## config.mk

```make
export PLATFORM = sky130hd
export DESIGN_NAME = keypad_note_scanner
export DESIGN_NICKNAME = d
export VERILOG_FILES = /design/src/rtl/launchpad_pkg.sv /design/src/rtl/key_debouncer.sv /design/src/rtl/keypad_note_scanner.sv
export SDC_FILE = /design/constraint.sdc
export NUM_CORES = 1
export LEC_CHECK = 0
export ABC_CLOCK_PERIOD_IN_PS = 5400
export CAP_MARGIN = 5
export CORE_MARGIN = 2
export CORE_UTILIZATION = 44
export DETAILED_ROUTE_END_ITERATION = 7
export GPL_ROUTABILITY_DRIVEN = 0
export PLACE_DENSITY = 0.62
export SLEW_MARGIN = 10
export SYNTH_ARGS = -nofsm -noshare
export SYNTH_HDL_FRONTEND = slang
export SYNTH_HIERARCHICAL = 1
export SYNTH_SLANG_ARGS = --single-unit
```

## constraint.sdc

```tcl
create_clock -name CLK -period 5.4 [get_ports CLK]
set_clock_uncertainty 0.05 [all_clocks]
set_input_delay 1.08 -clock CLK [delete_from_list [all_inputs] [get_ports CLK]]
set_output_delay 1.08 -clock CLK [all_outputs]
set_load 0.05 [all_outputs]
```

## src/rtl/launchpad_pkg.sv

```systemverilog
// Shared launchpad definitions: key indices, octave limits and scanner FSM states.
// The tone converter imports the same constants.
package launchpad_pkg;

  localparam int         KEY_W        = 5;
  localparam int         NUM_NOTES    = 12;
  localparam logic [4:0] KEY_OCT_DN   = 5'd12;
  localparam logic [4:0] KEY_OCT_UP   = 5'd13;
  localparam logic [4:0] KEY_NONE     = 5'd16;
  localparam logic [2:0] OCTAVE_RESET = 3'd4;
  localparam logic [2:0] OCTAVE_MAX   = 3'd7;

  typedef enum logic [1:0] {ST_IDLE, ST_NOTE, ST_OCT} scan_state_e;
  typedef enum logic [1:0] {KC_NONE, KC_NOTE, KC_OCT_DN, KC_OCT_UP} key_class_e;

  // Keys 14 and 15 are unassigned and behave exactly like no key.
  function automatic key_class_e classify(input logic [KEY_W-1:0] key);
    key_class_e cls;
    if (key < KEY_W'(NUM_NOTES))   cls = KC_NOTE;
    else if (key == KEY_OCT_DN)    cls = KC_OCT_DN;
    else if (key == KEY_OCT_UP)    cls = KC_OCT_UP;
    else                           cls = KC_NONE;
    return cls;
  endfunction

  function automatic logic [KEY_W-1:0] row_lowest(input logic [1:0] row, input logic [3:0] col);
    logic [KEY_W-1:0] k;
    k = KEY_NONE;
    for (int c = 3; c >= 0; c--) begin
      if (col[c]) k = {1'b0, row, 2'(c)};
    end
    return k;
  endfunction

  function automatic logic [2:0] oct_step(input logic [2:0] oct, input logic up);
    logic [2:0] r;
    if (up) r = (oct == OCTAVE_MAX) ? oct : oct + 3'd1;
    else    r = (oct == 3'd0)       ? oct : oct - 3'd1;
    return r;
  endfunction

endpackage

```

## src/rtl/key_debouncer.sv

```systemverilog
// Frame-rate debouncer: a candidate is accepted once it has been seen in
// DEBOUNCE_FRAMES consecutive frames; accept_o pulses in that frame-end cycle.
module key_debouncer
  import launchpad_pkg::*;
#(
  parameter int DEBOUNCE_FRAMES = 4
) (
  input  logic             CLK,
  input  logic             RST,
  input  logic             frame_end_i,
  input  logic [KEY_W-1:0] cand_i,
  output logic [KEY_W-1:0] key_o,
  output logic             accept_o
);

  localparam int               CNT_W   = $clog2(DEBOUNCE_FRAMES + 1);
  localparam logic [CNT_W-1:0] CNT_MAX = CNT_W'(DEBOUNCE_FRAMES);

  logic [KEY_W-1:0] prev_q, prev_d;
  logic [CNT_W-1:0] cnt_q, cnt_d;
  logic             same;

  assign same = (cand_i == prev_q);

  always_comb begin
    prev_d = prev_q;
    cnt_d  = cnt_q;
    if (frame_end_i) begin
      if (same) begin
        if (cnt_q != CNT_MAX) cnt_d = cnt_q + 1'b1;
      end else begin
        prev_d = cand_i;
        cnt_d  = CNT_W'(1);
      end
    end
  end

  // A restart that lands directly on the threshold (DEBOUNCE_FRAMES=1) is a new key.
  assign accept_o = frame_end_i && (cnt_d == CNT_MAX) && (!same || cnt_q != CNT_MAX);
  assign key_o    = cand_i;

  always_ff @(posedge CLK) begin
    if (RST) begin
      prev_q <= KEY_NONE;
      cnt_q  <= '0;
    end else begin
      prev_q <= prev_d;
      cnt_q  <= cnt_d;
    end
  end

endmodule

```

## src/rtl/keypad_note_scanner.sv

```systemverilog
// 4x4 launchpad scanner: row scan, per-frame lowest-key candidate, debounce,
// and the note/octave FSM driving the piano player (Bin, EN, octave).
module keypad_note_scanner
  import launchpad_pkg::*;
#(
  parameter int SCAN_DIV        = 50000,
  parameter int DEBOUNCE_FRAMES = 4
) (
  input  logic       CLK,
  input  logic       RST,
  input  logic [3:0] COL,
  output logic [3:0] ROW,
  output logic [3:0] Bin,
  output logic       EN,
  output logic [2:0] octave
);

  localparam int               DIV_W   = $clog2(SCAN_DIV);
  localparam logic [DIV_W-1:0] DIV_MAX = DIV_W'(SCAN_DIV - 1);

  logic [DIV_W-1:0] div_q, div_d;
  logic [1:0]       row_q, row_d;
  logic [KEY_W-1:0] cand_q, cand_d;
  logic             tick, frame_end;
  logic [KEY_W-1:0] row_key, merged;

  assign tick      = (div_q == DIV_MAX);
  assign frame_end = tick && (row_q == 2'd3);
  assign row_key   = row_lowest(row_q, COL);
  assign merged    = (row_key < cand_q) ? row_key : cand_q;

  always_comb begin
    div_d  = tick ? '0 : div_q + 1'b1;
    row_d  = row_q;
    cand_d = cand_q;
    if (tick) begin
      row_d  = row_q + 2'd1;
      cand_d = frame_end ? KEY_NONE : merged;
    end
  end

  always_ff @(posedge CLK) begin
    if (RST) begin
      div_q  <= '0;
      row_q  <= '0;
      cand_q <= KEY_NONE;
    end else begin
      div_q  <= div_d;
      row_q  <= row_d;
      cand_q <= cand_d;
    end
  end

  assign ROW = 4'b0001 << row_q;

  // The row-3 sample is folded in combinationally so the frame's candidate is
  // judged in the frame-end cycle itself.
  logic [KEY_W-1:0] acc_key;
  logic             accept;

  key_debouncer #(.DEBOUNCE_FRAMES(DEBOUNCE_FRAMES)) u_deb (
    .CLK        (CLK),
    .RST        (RST),
    .frame_end_i(frame_end),
    .cand_i     (merged),
    .key_o      (acc_key),
    .accept_o   (accept)
  );

  scan_state_e state_q, state_d;
  logic [3:0]  bin_q, bin_d;
  logic        en_q, en_d;
  logic [2:0]  oct_q, oct_d;
  key_class_e  cls;

  assign cls = classify(acc_key);

  always_comb begin
    state_d = state_q;
    bin_d   = bin_q;
    en_d    = en_q;
    oct_d   = oct_q;
    if (accept) begin
      unique case (state_q)
        ST_NOTE: begin
          unique case (cls)
            KC_NOTE:   bin_d = acc_key[3:0];
            KC_OCT_DN,
            KC_OCT_UP: begin
              en_d    = 1'b0;
              oct_d   = oct_step(oct_q, cls == KC_OCT_UP);
              state_d = ST_OCT;
            end
            default: begin
              en_d    = 1'b0;
              state_d = ST_IDLE;
            end
          endcase
        end
        ST_IDLE, ST_OCT: begin
          unique case (cls)
            KC_NOTE: begin
              bin_d   = acc_key[3:0];
              en_d    = 1'b1;
              state_d = ST_NOTE;
            end
            // An octave key only steps once per press; from OCT it is still held.
            KC_OCT_DN,
            KC_OCT_UP: begin
              if (state_q == ST_IDLE) begin
                oct_d   = oct_step(oct_q, cls == KC_OCT_UP);
                state_d = ST_OCT;
              end
            end
            default: state_d = ST_IDLE;
          endcase
        end
        default: state_d = ST_IDLE;
      endcase
    end
  end

  always_ff @(posedge CLK) begin
    if (RST) begin
      state_q <= ST_IDLE;
      bin_q   <= '0;
      en_q    <= 1'b0;
      oct_q   <= OCTAVE_RESET;
    end else begin
      state_q <= state_d;
      bin_q   <= bin_d;
      en_q    <= en_d;
      oct_q   <= oct_d;
    end
  end

  assign Bin    = bin_q;
  assign EN     = en_q;
  assign octave = oct_q;

endmodule

```

==> impl_summary.md <==
Clock tree
The H-tree generated during clock tree synthesis spans 2 levels. The buffer depth of the longest clock path is 2. TritonCTS built the clock tree. The post-CTS clock slew at the launch and capture registers of the worst setup and hold paths is 0.08 ns. The buffers inserted during post-CTS setup optimization is 0. The library cell used as clock root buffer is sky130_fd_sc_hd__clkbuf_8. Once the clock tree was built, the resizer swapped 0 gates to a different size.

Buffers inserted to repair hold after CTS numbered 0. The clock net sink count is 41. At the later pin of the worst-skew pair, clock insertion delay measures 0.30 ns. The total CTS buffers is 5.

Global route
The final global-route overflow total is 0. The pin count of the biggest net entering global routing is 28. The first-pass GRT wire length is 8.71 mm.

The via count of the first global-routing pass was 1889. The combined global-route utilization of all metal layers is 0.177. The number of antenna violations at the first check in global routing is 0.

STA
Setup violations remaining at the end of the flow were counted as 0. The final count of pins violating max slew is 0. The worst-margin pin slew is 0.512 ns.

The number of hold violations in the final report is 0. Headroom to the max-slew limit came out at 0.658. After layout, the minimum clock period comes to 4.97 ns. Static timing analysis puts the maximum clock frequency at 201 MHz. After routing, the total negative slack on setup checks comes to 0 ns.

Setup repair after global routing left no endpoint under its margin. Of the available clock period, the critical path in the final layout requires 0.921.

Detailed routing
The first-pass iteration count of the detailed router is 4. The routed length on met1 is 2.48 mm. The overall routed net length is 4.82 mm. The detailed-route wire length per cell is 13.4 um.

Using the TritonRoute via totals, the vias-per-cell ratio works out to 5.36. The uppermost layer routed is met4. Wire segments on met2 add up to 2.05 mm in the final route. The number of DRC violations after detailed-routing iteration 0 is 77.

The routed design uses 238 um of met3 wire. The number of routed nets with antenna violations is 0. After detailed routing, the number of remaining DRC violations is 0.

The routed layout has 1930 vias.

Worst hold path
The min-delay analysis places its worst path in the category register to register.

Critical path
In this run the worst path has a maximum fanout of 8. At the worst endpoint, the arrival time is 5.16 ns. STA classifies the critical path startpoint as an input port. The data required time of the critical path is 5.58 ns. The critical path in this run is classified as input port to register.

The category of the worst setup path capture point is a register.

Outcome
The run finished with clean final reports.

Yosys
The proportion of synthesized flip-flops having asynchronous set or reset is 0. Of the post-synthesis cell area, the dominant cell type holds 0.345. During synthesis, Yosys emitted a total of 6 warnings. The count of different cell masters after synthesis is 52. The prevailing post-synth register cell is sky130_fd_sc_hd__dfxtp_1. The flop and latch count out of synthesis is 41.

The synthesized netlist occupies a cell area of 2380 um^2. Yosys attributes the largest share of cell area to sky130_fd_sc_hd__dfxtp_1, sky130_fd_sc_hd__ha_1, sky130_fd_sc_hd__nor2_1. The synthesized instance count is 273. The sequential element share of the synthesized area is 0.345. The average instance in the mapped netlist occupies 8.71 um^2. The number of enable flip-flop cells after synthesis is 0. When the netlist entered floorplanning its net count stood at 291. The largest area contributor in the netlist is sky130_fd_sc_hd__dfxtp_1.

Layout
The fraction of final layout cells with drive strength greater than 1 is 0.100. For this run, the post-layout net count is 307. The leading cell type in the layout, fill and taps excluded is sky130_fd_sc_hd__dfxtp_1. The layout has 488 filler cells. In the layout the commonest cells are sky130_fd_sc_hd__dfxtp_1, sky130_fd_sc_hd__nor2_1, sky130_fd_sc_hd__inv_1.

Relative to the synthesized area, the layout overhead comes to 14.9%. The number of antenna diodes in the final layout is 0. The area of all placed cells without fillers is 2730 um^2.

Die
The die is 77.5 um tall. The count of standard-cell rows is 26. The number of top-level pins is 18. In this run the horizontal extent of the chip is 77.5 um.

After floorplanning, the core was sized to cover 5170 um^2. The initial utilization of the core area, before any placement, comes to 0.460. The floorplan step defined a die boundary enclosing 6010 um^2.

Placement
Buffers placed on the I/O ports in this run total 17. Summed over all nets, the half-perimeter wirelength after detailed placement is 3.51 mm. Summing all placed instances gives a cell area of 2590 um^2.

Power and ir drop
Power spread over the standard cell area amounts to 232 nW/um^2. The standby leakage power is 0.00105 uW. The worst supply voltage drop on vdd is 0.117 mV.

Run
The max-cap check violation count is 0.
area by class of cell:
class / instances / area, um^2 / share of cell area
clock buffers: 5 / 68.8 / 0.0252
clock inverters: 3 / 68.8 / 0.0252
inverters: 20 / 75.1 / 0.0275
multi-input cells: 199 / 1400 / 0.514
flip-flops and latches: 41 / 821 / 0.300
well taps: 70 / 87.6 / 0.0321
repair buffers: 22 / 208 / 0.0760
power breakdown:
part	total [uW]	switching, uW	leakage [uW]	internal [uW]
clock	300	114	0.0000687	186
sequential	306	1.80	0.000331	304
combinational	28.5	17.4	0.000647	11.1
path summary, 6_finish.rpt:
kind                               start        end  slack (ns)  depth (start not counted)
worst max-delay path              COL[1]  octave[2]        0.43                         17
worst min-delay path            div_q[0]   div_q[0]        0.41                          1
worst max register to register  row_q[1]  octave[2]        1.55                         15
worst min register to register  div_q[0]   div_q[0]        0.41                          1
logic make-up (layout without fill, tap and decap cells):
family,Yosys count,after routing,synth area share
AND/OR/NAND/NOR,123,123,0.304
buffers and inverters,33,50,0.0668
flip-flops,41,41,0.345
XOR/XNOR,20,20,0.0737
multiplexers,12,12,0.0505
AO/OA/AOI/OAI,32,32,0.0932
adder cells (fa/ha/maj),12,12,0.0663
synth_stat cells, types with 2 or more instances:
cell type,number
sky130_fd_sc_hd__dfxtp_1,41
sky130_fd_sc_hd__nor2_1,33
sky130_fd_sc_hd__inv_1,20
sky130_fd_sc_hd__nand3_1,19
sky130_fd_sc_hd__a21oi_1,13
sky130_fd_sc_hd__nand2_1,13
sky130_fd_sc_hd__mux2i_1,12
sky130_fd_sc_hd__xnor2_1,12
sky130_fd_sc_hd__ha_1,11
sky130_fd_sc_hd__nor3_1,11
sky130_fd_sc_hd__nand4_1,9
sky130_fd_sc_hd__xor2_1,8
sky130_fd_sc_hd__buf_4,7
sky130_fd_sc_hd__nand2b_1,5
sky130_fd_sc_hd__nor4_1,5
sky130_fd_sc_hd__and3_1,4
sky130_fd_sc_hd__a31oi_1,3
sky130_fd_sc_hd__clkbuf_1,3
sky130_fd_sc_hd__nor2b_1,3
sky130_fd_sc_hd__o221ai_1,3
sky130_fd_sc_hd__a21o_1,2
sky130_fd_sc_hd__nand2_2,2
sky130_fd_sc_hd__nand3_2,2
sky130_fd_sc_hd__nand3b_1,2
sky130_fd_sc_hd__nor2_2,2
sky130_fd_sc_hd__nor4b_4,2
flip-flops by register name, summed over array words and instances, names as in the netlist:
register      cells
cand_q            5
div_q            16
state_q           2
octave            3
Bin               4
row_q             2
u_deb/prev_q      5
EN                1
u_deb/cnt_q       3
routing by layer:
metal / track usage / vias up
met5: 0 / -
met1: 0.236 / 901
met3: 0.0512 / 6
met2: 0.277 / 38
li1: - / 985
met4: 0.0554 / 0
worst max-delay path, cell delays in order:
cell and delay (ns):
sky130_fd_sc_hd__clkdlybuf4s50_1 0.52, sky130_fd_sc_hd__nor2_1 0.06, sky130_fd_sc_hd__nand2_1 0.13, sky130_fd_sc_hd__inv_1 0.08
sky130_fd_sc_hd__ha_1 0.34, sky130_fd_sc_hd__a21oi_1 0.25, sky130_fd_sc_hd__nand3_1 0.15, sky130_fd_sc_hd__nor2_2 0.34
sky130_fd_sc_hd__mux2i_1 0.45, sky130_fd_sc_hd__xor2_1 0.17, sky130_fd_sc_hd__nor3_4 0.21, sky130_fd_sc_hd__nand2_2 0.06
sky130_fd_sc_hd__nor4_2 0.48, sky130_fd_sc_hd__nor2b_1 0.24, sky130_fd_sc_hd__nand4_1 0.18, sky130_fd_sc_hd__a21oi_1 0.21
sky130_fd_sc_hd__mux2i_1 0.19
per-stage QoR:
stage / power, uW / utilization / setup slack (ns) / instances / hold slack, ns
3_3_place_gp: 341 / 0.502 / 0.317 / 352 / 0.393
4_1_cts: 643 / 0.528 / 0.447 / 360 / 0.420
3_5_place_dp: 342 / 0.502 / 0.162 / 352 / 0.400
2_1_floorplan: 334 / - / 1.10 / 273 / 0.379
5_1_grt: 660 / 0.528 / 0.0462 / 360 / 0.457
6_report: 634 / 0.528 / 0.428 / 360 / 0.414
(Power assumes the default switching activity.)
